`config.mk`:
```
export PLATFORM = sky130hd
export DESIGN_NAME = render_sequencer
export DESIGN_NICKNAME = d
export VERILOG_FILES = /design/src/rtl/render_sequencer_pkg.sv /design/src/rtl/render_sequencer_cmd_fifo.sv /design/src/rtl/render_sequencer.sv
export SDC_FILE = /design/constraint.sdc
export NUM_CORES = 1
export LEC_CHECK = 0
export CAP_MARGIN = 10
export CORE_MARGIN = 2
export CORE_UTILIZATION = 45
export CTS_CLUSTER_DIAMETER = 50
export CTS_CLUSTER_SIZE = 30
export DETAILED_ROUTE_END_ITERATION = 8
export PLACE_DENSITY = 0.75
export SYNTH_ARGS = -nofsm -noshare
export SYNTH_HDL_FRONTEND = slang
export SYNTH_SLANG_ARGS = --single-unit
```
`constraint.sdc`:
```
create_clock -name clk -period 6.3 [get_ports clk]
set_input_delay 1.575 -clock clk [delete_from_list [all_inputs] [get_ports clk]]
set_output_delay 1.575 -clock clk [all_outputs]
set_load 0.02 [all_outputs]
```
`src/rtl/render_sequencer_pkg.sv`:
```
// Shared types for the render command sequencer: opcodes, FSM states and the queued command entry.
package render_sequencer_pkg;

    typedef enum logic [2:0] {
        OP_CLEAR = 3'b000,
        OP_DRAW  = 3'b110,
        OP_FLIP  = 3'b111
    } op_e;

    typedef enum logic [2:0] {
        IDLE,
        LAUNCH,
        WAIT_LINE,
        WAIT_CLEAR,
        WAIT_VSYNC
    } state_e;

    // {x[8:0], y[7:0]}
    typedef logic [16:0] point_t;

    typedef struct packed {
        op_e         op;
        point_t      start;
        point_t      end1;
        logic [23:0] color;
    } cmd_t;

    localparam int CMD_W = $bits(cmd_t);

    function automatic logic is_queueable(input logic [2:0] code);
        return (code == OP_CLEAR) || (code == OP_DRAW) || (code == OP_FLIP);
    endfunction

endpackage

```
`src/rtl/render_sequencer_cmd_fifo.sv`:
```
// Synchronous command FIFO; writes while full are discarded, reads present the head combinationally.
module cmd_fifo #(
    parameter int DEPTH = 4,
    parameter int WIDTH = 8
) (
    input  logic                     clk,
    input  logic                     rst,
    input  logic                     push,
    input  logic [WIDTH-1:0]         wdata,
    input  logic                     pop,
    output logic [WIDTH-1:0]         rdata,
    output logic                     full,
    output logic                     empty,
    output logic [$clog2(DEPTH):0]   count
);
    localparam int AW = $clog2(DEPTH);
    localparam logic [AW:0] DEPTH_CNT = (AW + 1)'(DEPTH);

    logic [WIDTH-1:0] mem [DEPTH];
    logic [AW-1:0]    wr_ptr;
    logic [AW-1:0]    rd_ptr;
    logic             do_push;
    logic             do_pop;

    assign full    = (count == DEPTH_CNT);
    assign empty   = (count == '0);
    assign do_push = push && !full;
    assign do_pop  = pop && !empty;
    assign rdata   = mem[rd_ptr];

    // Depth is a power of two, so pointer wrap is the natural rollover.
    always_ff @(posedge clk or posedge rst) begin
        if (rst) begin
            wr_ptr <= '0;
            rd_ptr <= '0;
            count  <= '0;
        end else begin
            if (do_push) wr_ptr <= wr_ptr + 1'b1;
            if (do_pop)  rd_ptr <= rd_ptr + 1'b1;
            case ({do_push, do_pop})
                2'b10:   count <= count + 1'b1;
                2'b01:   count <= count - 1'b1;
                default: count <= count;
            endcase
        end
    end

    always_ff @(posedge clk) begin
        if (do_push) mem[wr_ptr] <= wdata;
    end

endmodule

```
`src/rtl/render_sequencer.sv`:
```
// Queues clear/draw/flip commands and launches the line and clear engines strictly in arrival order.
//   state      | meaning
//   IDLE       | waiting for a queued command; pops and latches it
//   LAUNCH     | issues the engine go pulse for the latched command
//   WAIT_LINE  | line engine busy until line_done
//   WAIT_CLEAR | clear engine busy until clear_done
//   WAIT_VSYNC | flip pending; swaps buffers on the next vsync
module render_sequencer
    import render_sequencer_pkg::*;
#(
    parameter int FIFO_DEPTH = 4
) (
    input  logic        clk,
    input  logic        rst,
    input  logic        received_op,
    input  logic [2:0]  op,
    input  logic [16:0] start,
    input  logic [16:0] end1,
    input  logic [23:0] color,
    input  logic        line_done,
    input  logic        clear_done,
    input  logic        vsync,
    output logic        line_go,
    output logic        clear_go,
    output logic [16:0] line_start,
    output logic [16:0] line_end,
    output logic [23:0] draw_color,
    output logic        front_buf,
    output logic        draw_buf,
    output logic        render_enable,
    output logic        fifo_full,
    output logic        overflow
);
    state_e                       state;
    state_e                       state_nxt;
    cmd_t                         wr_cmd;
    cmd_t                         head;
    op_e                          cur_op;
    logic                         push;
    logic                         pop;
    logic                         fifo_empty;
    logic [$clog2(FIFO_DEPTH):0]  fifo_count;
    logic                         line_go_nxt;
    logic                         clear_go_nxt;
    logic                         flip;

    assign push   = received_op && is_queueable(op);
    assign wr_cmd = '{op: op_e'(op), start: start, end1: end1, color: color};

    cmd_fifo #(
        .DEPTH (FIFO_DEPTH),
        .WIDTH (CMD_W)
    ) u_cmd_fifo (
        .clk   (clk),
        .rst   (rst),
        .push  (push),
        .wdata (wr_cmd),
        .pop   (pop),
        .rdata (head),
        .full  (fifo_full),
        .empty (fifo_empty),
        .count (fifo_count)
    );

    assign draw_buf      = ~front_buf;
    assign render_enable = (fifo_count != '0) || (state != IDLE);

    always_comb begin
        state_nxt    = state;
        pop          = 1'b0;
        line_go_nxt  = 1'b0;
        clear_go_nxt = 1'b0;
        flip         = 1'b0;
        case (state)
            IDLE: begin
                if (!fifo_empty) begin
                    pop       = 1'b1;
                    state_nxt = LAUNCH;
                end
            end
            LAUNCH: begin
                case (cur_op)
                    OP_DRAW: begin
                        line_go_nxt = 1'b1;
                        state_nxt   = WAIT_LINE;
                    end
                    OP_CLEAR: begin
                        clear_go_nxt = 1'b1;
                        state_nxt    = WAIT_CLEAR;
                    end
                    default: state_nxt = WAIT_VSYNC;
                endcase
            end
            // A done coincident with our own go pulse belongs to an earlier job.
            WAIT_LINE:  if (line_done && !line_go)   state_nxt = IDLE;
            WAIT_CLEAR: if (clear_done && !clear_go) state_nxt = IDLE;
            WAIT_VSYNC: begin
                if (vsync) begin
                    flip      = 1'b1;
                    state_nxt = IDLE;
                end
            end
            default: state_nxt = IDLE;
        endcase
    end

    always_ff @(posedge clk or posedge rst) begin
        if (rst) begin
            state      <= IDLE;
            cur_op     <= OP_CLEAR;
            line_go    <= 1'b0;
            clear_go   <= 1'b0;
            line_start <= '0;
            line_end   <= '0;
            draw_color <= '0;
            front_buf  <= 1'b0;
            overflow   <= 1'b0;
        end else begin
            state    <= state_nxt;
            line_go  <= line_go_nxt;
            clear_go <= clear_go_nxt;
            if (pop) begin
                cur_op     <= head.op;
                line_start <= head.start;
                line_end   <= head.end1;
                draw_color <= head.color;
            end
            if (flip) front_buf <= ~front_buf;
            // Full is judged before any same-cycle pop, so the entry is dropped.
            if (push && fifo_full) overflow <= 1'b1;
        end
    end

endmodule

```
==> impl_metrics.yaml, run 1 <==
min_path:
  classification_of_the_worst_slack_hold_path: "register to register"
worst_setup_path:
  critical_path.slowest_cell: "sky130_fd_sc_hd__and2_4"
  crit-reg2reg-capture: "u_cmd_fifo.count[2]"
  critPathMaxFanout: 61
  timing.setup.critical_path_class: "primary input to register"
  setup.worst_path.start: "op[2]"
  timing.critical_path.to: "u_cmd_fifo.mem[3][31]"
  timing.critical_path.depth: 4
  timing.critical_path.buf_inv: 1
  critical_path.startpoint_type: "primary input"
  worstPathRequired_ns: 6.44
  worst_r2r_start: "u_cmd_fifo.count[1]"
  critPathMaxStageDelay_ns: 0.83
  cp_data_arrival_time_ns: 3.97
  cell_count_of_the_worst_reg_to_reg_path: 8
  r2r_slack_ns: 3.56
  cp_top_family: "simple AND/OR/NAND/NOR gates"
  cp-end-kind: "register"
  cp_cell_sequence: "clkdlybuf4s50_1, or3_4, a211oi_2, and2_4"
flow_run:
  maxCapViolCount: 0
sta:
  worst_slew_margin_rel_pct: 36.3
  report.final.slew_viol_count: 0
  final_period_utilization_pct: 60.7
  setup_viol: 0
  tns_ns: 0
  fin_skew_ns: 0.0137
  hold_vio_cnt_final: 0
  min_period_ns: 3.82
  worst-slew-pin-transition_ns: 0.956
  achievable-frequency_mhz: 262
  unrepaired_setup_endpoints_after_global_routing: "false"
power_and_ir_drop:
  comb_power_share_pct: 30.8
  ratio_of_total_power_to_cell_area_nw_per_um2: 472
  switching_share_pct: 29.2
  fraction_of_power_consumed_by_the_clock_network_pct: 25.8
  netSwitchingPower_w: 0.00199
  pwr-share-seq_pct: 43.4
  leakage_power_nw: 4.91
  p_int_w: 0.00483
  vdd_drop_max_mv: 0.224
drt:
  detail_route.first_pass.iterations: 4
  ant_nets: 0
  via_count: 5376
  vias_per_cell: 5.28
  detail_route.drc_violations: 0
  route.final.wire_length_um: 21200
  drt_iter0_drc: 374
  wire_per_inst_um: 20.8
clock_tree:
  clkTransAtPathRegs_ns: 0.07
  clk_latency_ns: 0.53
  cts_tree: "built"
  hold_buffers: 0
  cts_setup_buffers: 0
  cts-htree-levels: 1
  clock_tree.buffer_depth: 3
  cts-resized-gates: 0
  clkSinkCount: 319
  cts_buffers: 26
  clock-root-buffer: "sky130_fd_sc_hd__clkbuf_16"
floorplanning:
  die_h_um: 167
  die-width_um: 167
  rows: 59
  io_pins: 132
  core_area_um2: 26000
  initial_core_util_pct: 45.8
  die-area_um2: 27800
placed_design:
  dp.final_hpwl_um: 13100
  place.port_buffers: 131
  finalWeightedCongestion: 0.781
  dp_cells: 970
cells_and_area:
  area_growth_syn_to_layout_pct: 21.4
  n_fill_cell: 1934
  layout-drive-gt1-share_pct: 27.2
  n_antenna_cell: 0
  finalNetCount: 736
  stdcell_count: 1018
grt:
  track_usage_pct: 15.5
  first_global_vias: 5869
  globalRoute.totalOverflow: 0
  grt_pass1_wl_um: 33800
  grt_start_max_net_pins: 64
  number_of_antenna_violations_at_the_first_check_in_global_routing: 1
synth:
  ys_ff_latch: 319
  synthesis.yosys.warnings: 0
  synthCells: 523
  syn_area_um2: 11900
  post_synthesis_net_count: 596
  ys_types: 35
  syn_area_per_cell_um2: 22.7
  synth_sequential_area_ratio_pct: 77.4
outcome:
  outcome: "finished, final reports clean"
-- power groups by stage --
stage / clock network [W] / logic (W) / registers, W
after floorplan: 0 / 0.00133 / 0.00309
after global placement: 0 / 0.00208 / 0.00298
after CTS: 0.00179 / 0.00214 / 0.00297
after detailed placement: 0 / 0.00213 / 0.00301
after global routing: 0.00188 / 0.00225 / 0.00302
final: 0.00176 / 0.00210 / 0.00296
-- cells in the mapped netlist --
library cell	number	area [µm²]
sky130_fd_sc_hd__mux2_2	62	698
sky130_fd_sc_hd__clkbuf_1	6	22.5
sky130_fd_sc_hd__or3b_2	1	8.76
sky130_fd_sc_hd__a211oi_2	1	12.5
sky130_fd_sc_hd__and2_2	4	30.0
sky130_fd_sc_hd__mux4_2	61	1370
sky130_fd_sc_hd__a21o_1	1	7.51
sky130_fd_sc_hd__xor2_1	2	17.5
sky130_fd_sc_hd__a31oi_1	1	6.26
sky130_fd_sc_hd__buf_2	2	10.0
sky130_fd_sc_hd__nand2_1	4	15.0
sky130_fd_sc_hd__or2_2	1	6.26
sky130_fd_sc_hd__or4_1	1	7.51
sky130_fd_sc_hd__nand3_1	2	10.0
sky130_fd_sc_hd__o21ai_0	1	5.00
sky130_fd_sc_hd__xnor2_1	6	52.6
sky130_fd_sc_hd__inv_1	8	30.0
sky130_fd_sc_hd__or3_4	2	22.5
sky130_fd_sc_hd__and3_1	1	6.26
sky130_fd_sc_hd__nand2b_1	3	18.8
sky130_fd_sc_hd__dfrtp_1	75	1880
sky130_fd_sc_hd__buf_6	13	146
sky130_fd_sc_hd__nor3b_1	1	7.51
sky130_fd_sc_hd__fa_1	1	20.0
sky130_fd_sc_hd__nand2_2	1	6.26
sky130_fd_sc_hd__nor3_4	1	16.3
sky130_fd_sc_hd__nor2b_1	1	6.26
sky130_fd_sc_hd__edfxtp_1	244	7330
sky130_fd_sc_hd__mux2_4	1	15.0
sky130_fd_sc_hd__a21oi_1	3	15.0
sky130_fd_sc_hd__nor2_1	3	11.3
sky130_fd_sc_hd__nor4_1	2	12.5
sky130_fd_sc_hd__ha_1	5	62.6
sky130_fd_sc_hd__o211ai_1	1	7.51
sky130_fd_sc_hd__or3_1	1	6.26
-- kinds of logic after synthesis --
| kind of cell | synth area share (%) |
|---|---|
| muxes | 17.5 |
| adders and majority gates | 0.694 |
| DFF | 77.4 |
| xor gates and xnor gates | 0.589 |
| and+or+nand+nor | 1.61 |
| buffers and inverters | 1.76 |
| AOI/OAI and AO/OA | 0.452 |
-- per-stage QoR --
stage / util [%] / power, W / hold WS (ns) / instance area (µm²) / setup slack (ns)
after CTS: 55.6 / 0.00690 / 0.490 / 14400 / 2.47
after global routing: 55.6 / 0.00714 / 0.505 / 14400 / 2.35
after global placement: 51.9 / 0.00506 / 0.441 / 13500 / 2.05
after floorplan: - / 0.00442 / 0.456 / 11900 / 2.69
final: 55.6 / 0.00682 / 0.489 / 14400 / 2.48
after detailed placement: 51.9 / 0.00514 / 0.476 / 13500 / 1.92
-- placed cells by master, fill, tap and decap left out, types with 4 or more instances in the layout --
cell type                         netlist  final
sky130_fd_sc_hd__mux2_2                62     62
sky130_fd_sc_hd__dfrtp_1               75     73
sky130_fd_sc_hd__edfxtp_1             244    244
sky130_fd_sc_hd__inv_1                  8      7
sky130_fd_sc_hd__xnor2_1                6      6
sky130_fd_sc_hd__clkbuf_16              0     27
sky130_fd_sc_hd__inv_6                  0      5
sky130_fd_sc_hd__ha_1                   5      5
sky130_fd_sc_hd__nand2_1                4      4
sky130_fd_sc_hd__bufinv_16              0      4
sky130_fd_sc_hd__and2_4                 0      4
sky130_fd_sc_hd__clkdlybuf4s50_1        0    131
sky130_fd_sc_hd__mux4_2                61     61
-- flip-flops by register name, summed over array words and instances, names as in the netlist --
| name | count |
|---|---|
| line_end | 17 |
| u_cmd_fifo.wr_ptr | 2 |
| draw_color | 24 |
| state | 3 |
| overflow | 1 |
| u_cmd_fifo.rd_ptr | 2 |
| line_start | 17 |
| u_cmd_fifo.count | 3 |
| u_cmd_fifo.mem | 244 |
| clear_go | 1 |
| cur_op | 3 |
| front_buf | 1 |
| line_go | 1 |
-- worst min path at each step --
stage / start / to / slack (ns) / cells past startpoint
final: overflow / overflow / 0.49 / 1
after global routing: overflow / overflow / 0.50 / 1
after CTS: u_cmd_fifo.count[2] / u_cmd_fifo.count[2] / 0.49 / 1
after detailed placement: u_cmd_fifo.count[2] / u_cmd_fifo.count[2] / 0.48 / 1
after global placement: overflow / overflow / 0.44 / 1
after floorplan: u_cmd_fifo.count[2] / u_cmd_fifo.count[2] / 0.46 / 1
-- metal layers --
layer	wire length [µm]	global-route usage (%)	up-vias	share of wire, %
li1	-	-	2383	-
met1	9260	21.8	2802	44
met2	10400	25.5	156	49
met3	1100	2.92	33	5.2
met4	393	3.90	2	1.9
met5	13	0	-	0.061
-- worst reg2reg max path, cell delays in order (launching register included) --
cell and delay [ns]:
sky130_fd_sc_hd__dfrtp_1 0.43, sky130_fd_sc_hd__or3_4 0.42, sky130_fd_sc_hd__nand2_4 0.64, sky130_fd_sc_hd__inv_1 0.11
sky130_fd_sc_hd__ha_1 0.28, sky130_fd_sc_hd__fa_1 0.40, sky130_fd_sc_hd__xnor2_1 0.17, sky130_fd_sc_hd__nor2_1 0.06
sky130_fd_sc_hd__xor2_1 0.14
-- area by class of cell --
class	count	area [µm²]	area share, %
sequential	319	9210	63.8
multi-input combinational	175	2490	17.3
timing repair buffer	133	1330	9.18
clock buffer	29	683	4.73
tap	335	419	2.90
clock inverter	19	279	1.93
inverter	8	31.3	0.217
No activity file was read; power rests on OpenSTA's default activity.
==> run 2: changes to the inputs <==
--- a/config.mk
+++ b/config.mk
@@ -11,7 +11,7 @@
 export CTS_CLUSTER_DIAMETER = 50
 export CTS_CLUSTER_SIZE = 30
 export DETAILED_ROUTE_END_ITERATION = 8
-export PLACE_DENSITY = 0.75
+export PLACE_DENSITY = 0.78
 export SYNTH_ARGS = -nofsm -noshare
 export SYNTH_HDL_FRONTEND = slang
 export SYNTH_SLANG_ARGS = --single-unit
==> constraint.sdc (replaced) <==
create_clock -name clk -period 3.4 [get_ports clk]
set_input_delay 0.85 -clock clk [delete_from_list [all_inputs] [get_ports clk]]
set_output_delay 0.85 -clock clk [all_outputs]
set_load 0.02 [all_outputs]
==> run 2 against run 1 <==
  * First-iteration DRC count fell by 2.7%
  * Clock power rose by 72%
  * Non-clock buffer count is 12 higher
  * Critical path type is now register to output pin
  * Combinational power is 90% higher
  * Highest routed layer is now met4
==> impl_metrics.yaml, run 2 (synthesis gave the netlist of run 1 again) <==
outcome:
  outcome: "finished, final reports clean"
clock_tree:
  cts_setup_buffers: 0
  cts_buffers: 26
  cts-htree-levels: 1
  hold_buffers: 0
  cts_tree: "built"
  clkSinkCount: 319
  clock_tree.buffer_depth: 3
  clock-root-buffer: "sky130_fd_sc_hd__clkbuf_16"
  cts-resized-gates: 0
  clk_latency_ns: 0.54
  clkTransAtPathRegs_ns: 0.08
placed_design:
  finalWeightedCongestion: 0.749
  dp.final_hpwl_um: 13800
  place.port_buffers: 131
  post_dp_cell_area_um2: 13600
sta:
  final_period_utilization_pct: 89.4
  tns_ns: 0
  min_period_ns: 3.04
  worst-slew-pin-transition_ns: 0.900
  worst_slew_margin_rel_pct: 40.0
  achievable-frequency_mhz: 329
  fin_skew_ns: 0.0251
  report.final.slew_viol_count: 0
  setup_viol: 0
  unrepaired_setup_endpoints_after_global_routing: "false"
  hold_vio_cnt_final: 0
min_path:
  holdPathStages: 1
  classification_of_the_worst_slack_hold_path: "register to register"
  min_to: "overflow"
  min-delay-start: "overflow"
cells_and_area:
  largest_regs: "u_cmd_fifo.mem (244), draw_color (24)"
  stdcell_area_um2: 14500
  layout-drive-gt1-share_pct: 28.3
  n_antenna_cell: 0
  largest_reg_flops: 244
  ff_latch_area_um2: 9210
  finalNetCount: 748
  mostFrequentLayoutCells: "244 x sky130_fd_sc_hd__edfxtp_1, 131 x sky130_fd_sc_hd__clkdlybuf4s50_1, 73 x sky130_fd_sc_hd__dfrtp_1, 62 x sky130_fd_sc_hd__mux2_2, 61 x sky130_fd_sc_hd__mux4_2"
  area_growth_syn_to_layout_pct: 21.9
  layout.core_utilization_pct: 55.8
  multi_input_comb_area_um2: 2490
  n_fill_cell: 1898
  final_common_cell: "sky130_fd_sc_hd__edfxtp_1"
  regMostFlops: "u_cmd_fifo.mem"
grt:
  globalRoute.totalOverflow: 0
  track_usage_pct: 16.3
  grt_start_max_net_pins: 63
  number_of_antenna_violations_at_the_first_check_in_global_routing: 0
  grt_pass1_wl_um: 35100
  first_global_vias: 6041
worst_setup_path:
  cp-end-kind: "output pin"
  worstPathRequired_ns: 2.55
  critical_path.slowest_cell: "sky130_fd_sc_hd__clkdlybuf4s50_1"
  cp_cell_sequence: "nor3b_1, clkdlybuf4s50_1"
  critPathMaxFanout: 4
  crit-reg2reg-capture: "u_cmd_fifo.count[1]"
  r2r_slack_ns: 1.21
  timing.setup.critical_path_class: "register to output pin"
  cell_count_of_the_worst_reg_to_reg_path: 6
  cp_data_arrival_time_ns: 2.19
  critPathMaxStageDelay_ns: 0.72
  worst_r2r_start: "u_cmd_fifo.count[0]"
  critical_path.startpoint_type: "register"
floorplanning:
  core_area_um2: 26000
  die-width_um: 167
  die-area_um2: 27800
  die_h_um: 167
  io_pins: 132
  initial_core_util_pct: 45.8
  rows: 59
flow_run:
  maxCapViolCount: 0
drt:
  route.final.wire_length_um: 22500
  ant_nets: 0
  drt_iter0_drc: 364
  drt-met1-wl_um: 9080
  detail_route.drc_violations: 0
  wire_per_inst_um: 21.8
  met3RoutedLength_um: 1110
  vias_per_cell: 5.36
  wl_met2_um: 11900
  detail_route.first_pass.iterations: 4
  dr.max_layer_used: "met4"
  via_count: 5523
power_and_ir_drop:
  vdd_drop_max_mv: 0.485
  ratio_of_total_power_to_cell_area_nw_per_um2: 860
  leakage_power_nw: 4.95
-- run 2: changes by cell type in the layout (fill, tap and decap cells not counted), sizes merged --
cell,previous run,this run
bufinv,4,0
clkbuf,29,30
buf,2,14
inv,15,18
-- run 2: through the flow --
| stage | setup WS, ns | hold WS, ns | std cells | total power [W] |
|---|---|---|---|---|
| after floorplan | 0.512 | 0.456 | 523 | 0.00820 |
| after global placement | 0.129 | 0.440 | 982 | 0.00949 |
| after detailed placement | 0.113 | 0.445 | 982 | 0.00962 |
| after CTS | 0.327 | 0.462 | 1030 | 0.0127 |
| after global routing | 0.309 | 0.497 | 1030 | 0.0131 |
| final | 0.361 | 0.464 | 1030 | 0.0125 |
-- run 2: critical path, delay by kind of cell (launching register included) --
family / cells / cell delay (ns)
buffers and inverters: 1 / 0.72
AND/OR/NAND/NOR: 1 / 0.51
flip-flops: 1 / 0.44
-- run 2: power by group --
| group | switching [W] | internal (W) |
|---|---|---|
| combinational | 0.00175 | 0.00224 |
| clock | 0.00147 | 0.00154 |
| sequential | 0.000552 | 0.00492 |
-- run 2: routing by layer --
layer  up-vias  global-route usage (%)
met4         0                    4.12
met5         -                       0
met1      2923                    20.9
met2       156                    29.5
met3        32                    2.26
li1       2412                       -
-- run 2: worst max-delay path by stage --
stage | start | to | slack [ns] | cells after the start
5_1_grt | u_cmd_fifo.count[0] | fifo_full | 0.31 | 2
3_5_place_dp | op[2] | u_cmd_fifo.count[2] | 0.11 | 9
3_3_place_gp | op[2] | u_cmd_fifo.count[2] | 0.13 | 9
4_1_cts | u_cmd_fifo.count[0] | fifo_full | 0.33 | 2
6_report | u_cmd_fifo.count[0] | fifo_full | 0.36 | 2
2_1_floorplan | op[2] | u_cmd_fifo.mem[0][0] | 0.51 | 3
-- run 2: area by class of cell --
type / count / area share [%]
Clock buffer: 30 / 4.73
Multi-Input combinational cell: 175 / 17.2
Inverter: 8 / 0.216
Tap cell: 335 / 2.89
Timing Repair Buffer: 145 / 10.2
Sequential cell: 319 / 63.5
Clock inverter: 18 / 1.28
==> run 3: changes to the inputs <==
--- a/config.mk
+++ b/config.mk
@@ -7,11 +7,11 @@
 export LEC_CHECK = 0
 export CAP_MARGIN = 10
 export CORE_MARGIN = 2
-export CORE_UTILIZATION = 45
+export CORE_UTILIZATION = 25
 export CTS_CLUSTER_DIAMETER = 50
 export CTS_CLUSTER_SIZE = 30
 export DETAILED_ROUTE_END_ITERATION = 8
-export PLACE_DENSITY = 0.78
+export PLACE_DENSITY = 0.52
 export SYNTH_ARGS = -nofsm -noshare
 export SYNTH_HDL_FRONTEND = slang
 export SYNTH_SLANG_ARGS = --single-unit
==> run 3 against run 2 <==
  * Final area up 5.9%
  * Sequential power barely moved
  * Global-route usage down 5.7 points
  * Power increased by 9.9%
  * Die area rose by 78%
  * Clock power is 38% higher
  * Hold slack improved by 0.012 ns
  * Critical endpoint unchanged
  * Highest routed layer unchanged
==> impl_metrics.yaml, run 3 (synthesis gave the netlist of run 1 again) <==
worst_setup_path:
  worstPathRequired_ns: 2.55
  cp-end-kind: "output pin"
  critical_path.startpoint_type: "register"
  timing.setup.critical_path_class: "register to output pin"
  cp_data_arrival_time_ns: 2.21
  critPathMaxFanout: 4
floorplanning:
  core_area_um2: 46800
  die-area_um2: 49400
  die_h_um: 222
  initial_core_util_pct: 25.4
  io_pins: 132
  rows: 79
  die-width_um: 222
clock_tree:
  clock_tree.buffer_depth: 3
  cts-htree-levels: 2
  cts_tree: "built"
  hold_buffers: 0
  cts_buffers: 38
  clkSinkCount: 319
  clkTransAtPathRegs_ns: 0.06
  cts_setup_buffers: 0
  cts-resized-gates: 0
  clk_latency_ns: 0.55
  clock-root-buffer: "sky130_fd_sc_hd__clkbuf_16"
power_and_ir_drop:
  ratio_of_total_power_to_cell_area_nw_per_um2: 893
  vdd_drop_max_mv: 0.456
  leakage_power_nw: 5.20
sta:
  setup_viol: 0
  final_period_utilization_pct: 90.1
  worst-slew-pin-transition_ns: 1.01
  unrepaired_setup_endpoints_after_global_routing: "false"
  achievable-frequency_mhz: 326
  worst_slew_margin_rel_pct: 32.6
  tns_ns: 0
  min_period_ns: 3.06
  fin_skew_ns: 0.0239
  report.final.slew_viol_count: 0
  hold_vio_cnt_final: 0
cells_and_area:
  finalNetCount: 763
  largest_regs: "u_cmd_fifo.mem (244), draw_color (24)"
  layout.core_utilization_pct: 32.9
  n_fill_cell: 4433
  mostFrequentLayoutCells: "244 x sky130_fd_sc_hd__edfxtp_1, 131 x sky130_fd_sc_hd__clkdlybuf4s50_1, 73 x sky130_fd_sc_hd__dfrtp_1, 62 x sky130_fd_sc_hd__mux2_2, 61 x sky130_fd_sc_hd__mux4_2"
  final_common_cell: "sky130_fd_sc_hd__edfxtp_1"
  n_antenna_cell: 0
  regMostFlops: "u_cmd_fifo.mem"
  area_growth_syn_to_layout_pct: 29.2
  layout-drive-gt1-share_pct: 30.6
  largest_reg_flops: 244
flow_run:
  maxCapViolCount: 0
grt:
  globalRoute.totalOverflow: 0
  grt_pass1_wl_um: 39100
  first_global_vias: 6128
  track_usage_pct: 10.6
  number_of_antenna_violations_at_the_first_check_in_global_routing: 1
  grt_start_max_net_pins: 63
drt:
  wire_per_inst_um: 19.2
  detail_route.drc_violations: 0
  vias_per_cell: 4.15
  route.final.wire_length_um: 25500
  detail_route.first_pass.iterations: 4
  ant_nets: 0
  via_count: 5511
  drt_iter0_drc: 188
placed_design:
  finalWeightedCongestion: 0.662
  place.port_buffers: 131
  dp.final_hpwl_um: 15200
outcome:
  outcome: "finished, final reports clean"
min_path:
  classification_of_the_worst_slack_hold_path: "register to register"
-- run 3: cell types whose count changed in the layout (fill, tap and decap cells not counted), sizes merged --
cell	delta
bufinv	+3
clkinv	+5
clkbuf	+13
buf	+3
clkinvlp	+1
-- run 3: cell type report --
cell class | count | area [µm²] | share of cell area [%]
multi-input combinational | 175 | 2490 | 16.2
tap | 607 | 759 | 4.94
inverter | 8 | 32.5 | 0.212
sequential | 319 | 9210 | 59.9
clock inverter | 27 | 328 | 2.13
timing repair buffer | 148 | 1550 | 10.1
clock buffer | 43 | 991 | 6.45
-- run 3: path summary, 6_finish.rpt --
path                                startpoint                  end  slack [ns]  cells after the start
min reg2reg                           overflow             overflow        0.48                      1
max in group asynchronous                  rst  u_cmd_fifo.count[0]        1.96                      3
min in group asynchronous                  rst        draw_color[8]        0.74                      2
max reg2reg                u_cmd_fifo.count[1]        line_start[5]        1.16                      4
min                                   overflow             overflow        0.48                      1
max                        u_cmd_fifo.count[0]            fifo_full        0.34                      2
-- run 3: per-layer routing --
metal	routed length (µm)	track usage, %	part of all wire (%)
met3	1570	3.42	6.2
met5	0	0	0
met1	11000	13.5	43
met2	12500	17.4	49
met4	461	3.05	1.8
-- run 3: where the power goes --
part | internal [W] | switching, W | total, W
clock | 0.00242 | 0.00174 | 0.00417
combinational | 0.00226 | 0.00185 | 0.00411
sequential | 0.00493 | 0.000507 | 0.00544
-- run 3: through the flow --
step           hold WS [ns]  setup slack, ns  instances  power (W)  area, µm²
2_1_floorplan         0.456            0.512        523    0.00820      11900
3_3_place_gp          0.469            0.207       1257    0.00973      14000
3_5_place_dp          0.466            0.208       1257    0.00977      14000
4_1_cts               0.485            0.269       1327     0.0140      15400
5_1_grt               0.502            0.191       1327     0.0145      15400
6_report              0.476            0.337       1327     0.0137      15400
-- run 3: worst max-delay path, cell delays in order, from the launching register on --
cell and delay [ns]:
sky130_fd_sc_hd__dfrtp_1 0.43, sky130_fd_sc_hd__nor3b_1 0.53, sky130_fd_sc_hd__clkdlybuf4s50_1 0.72
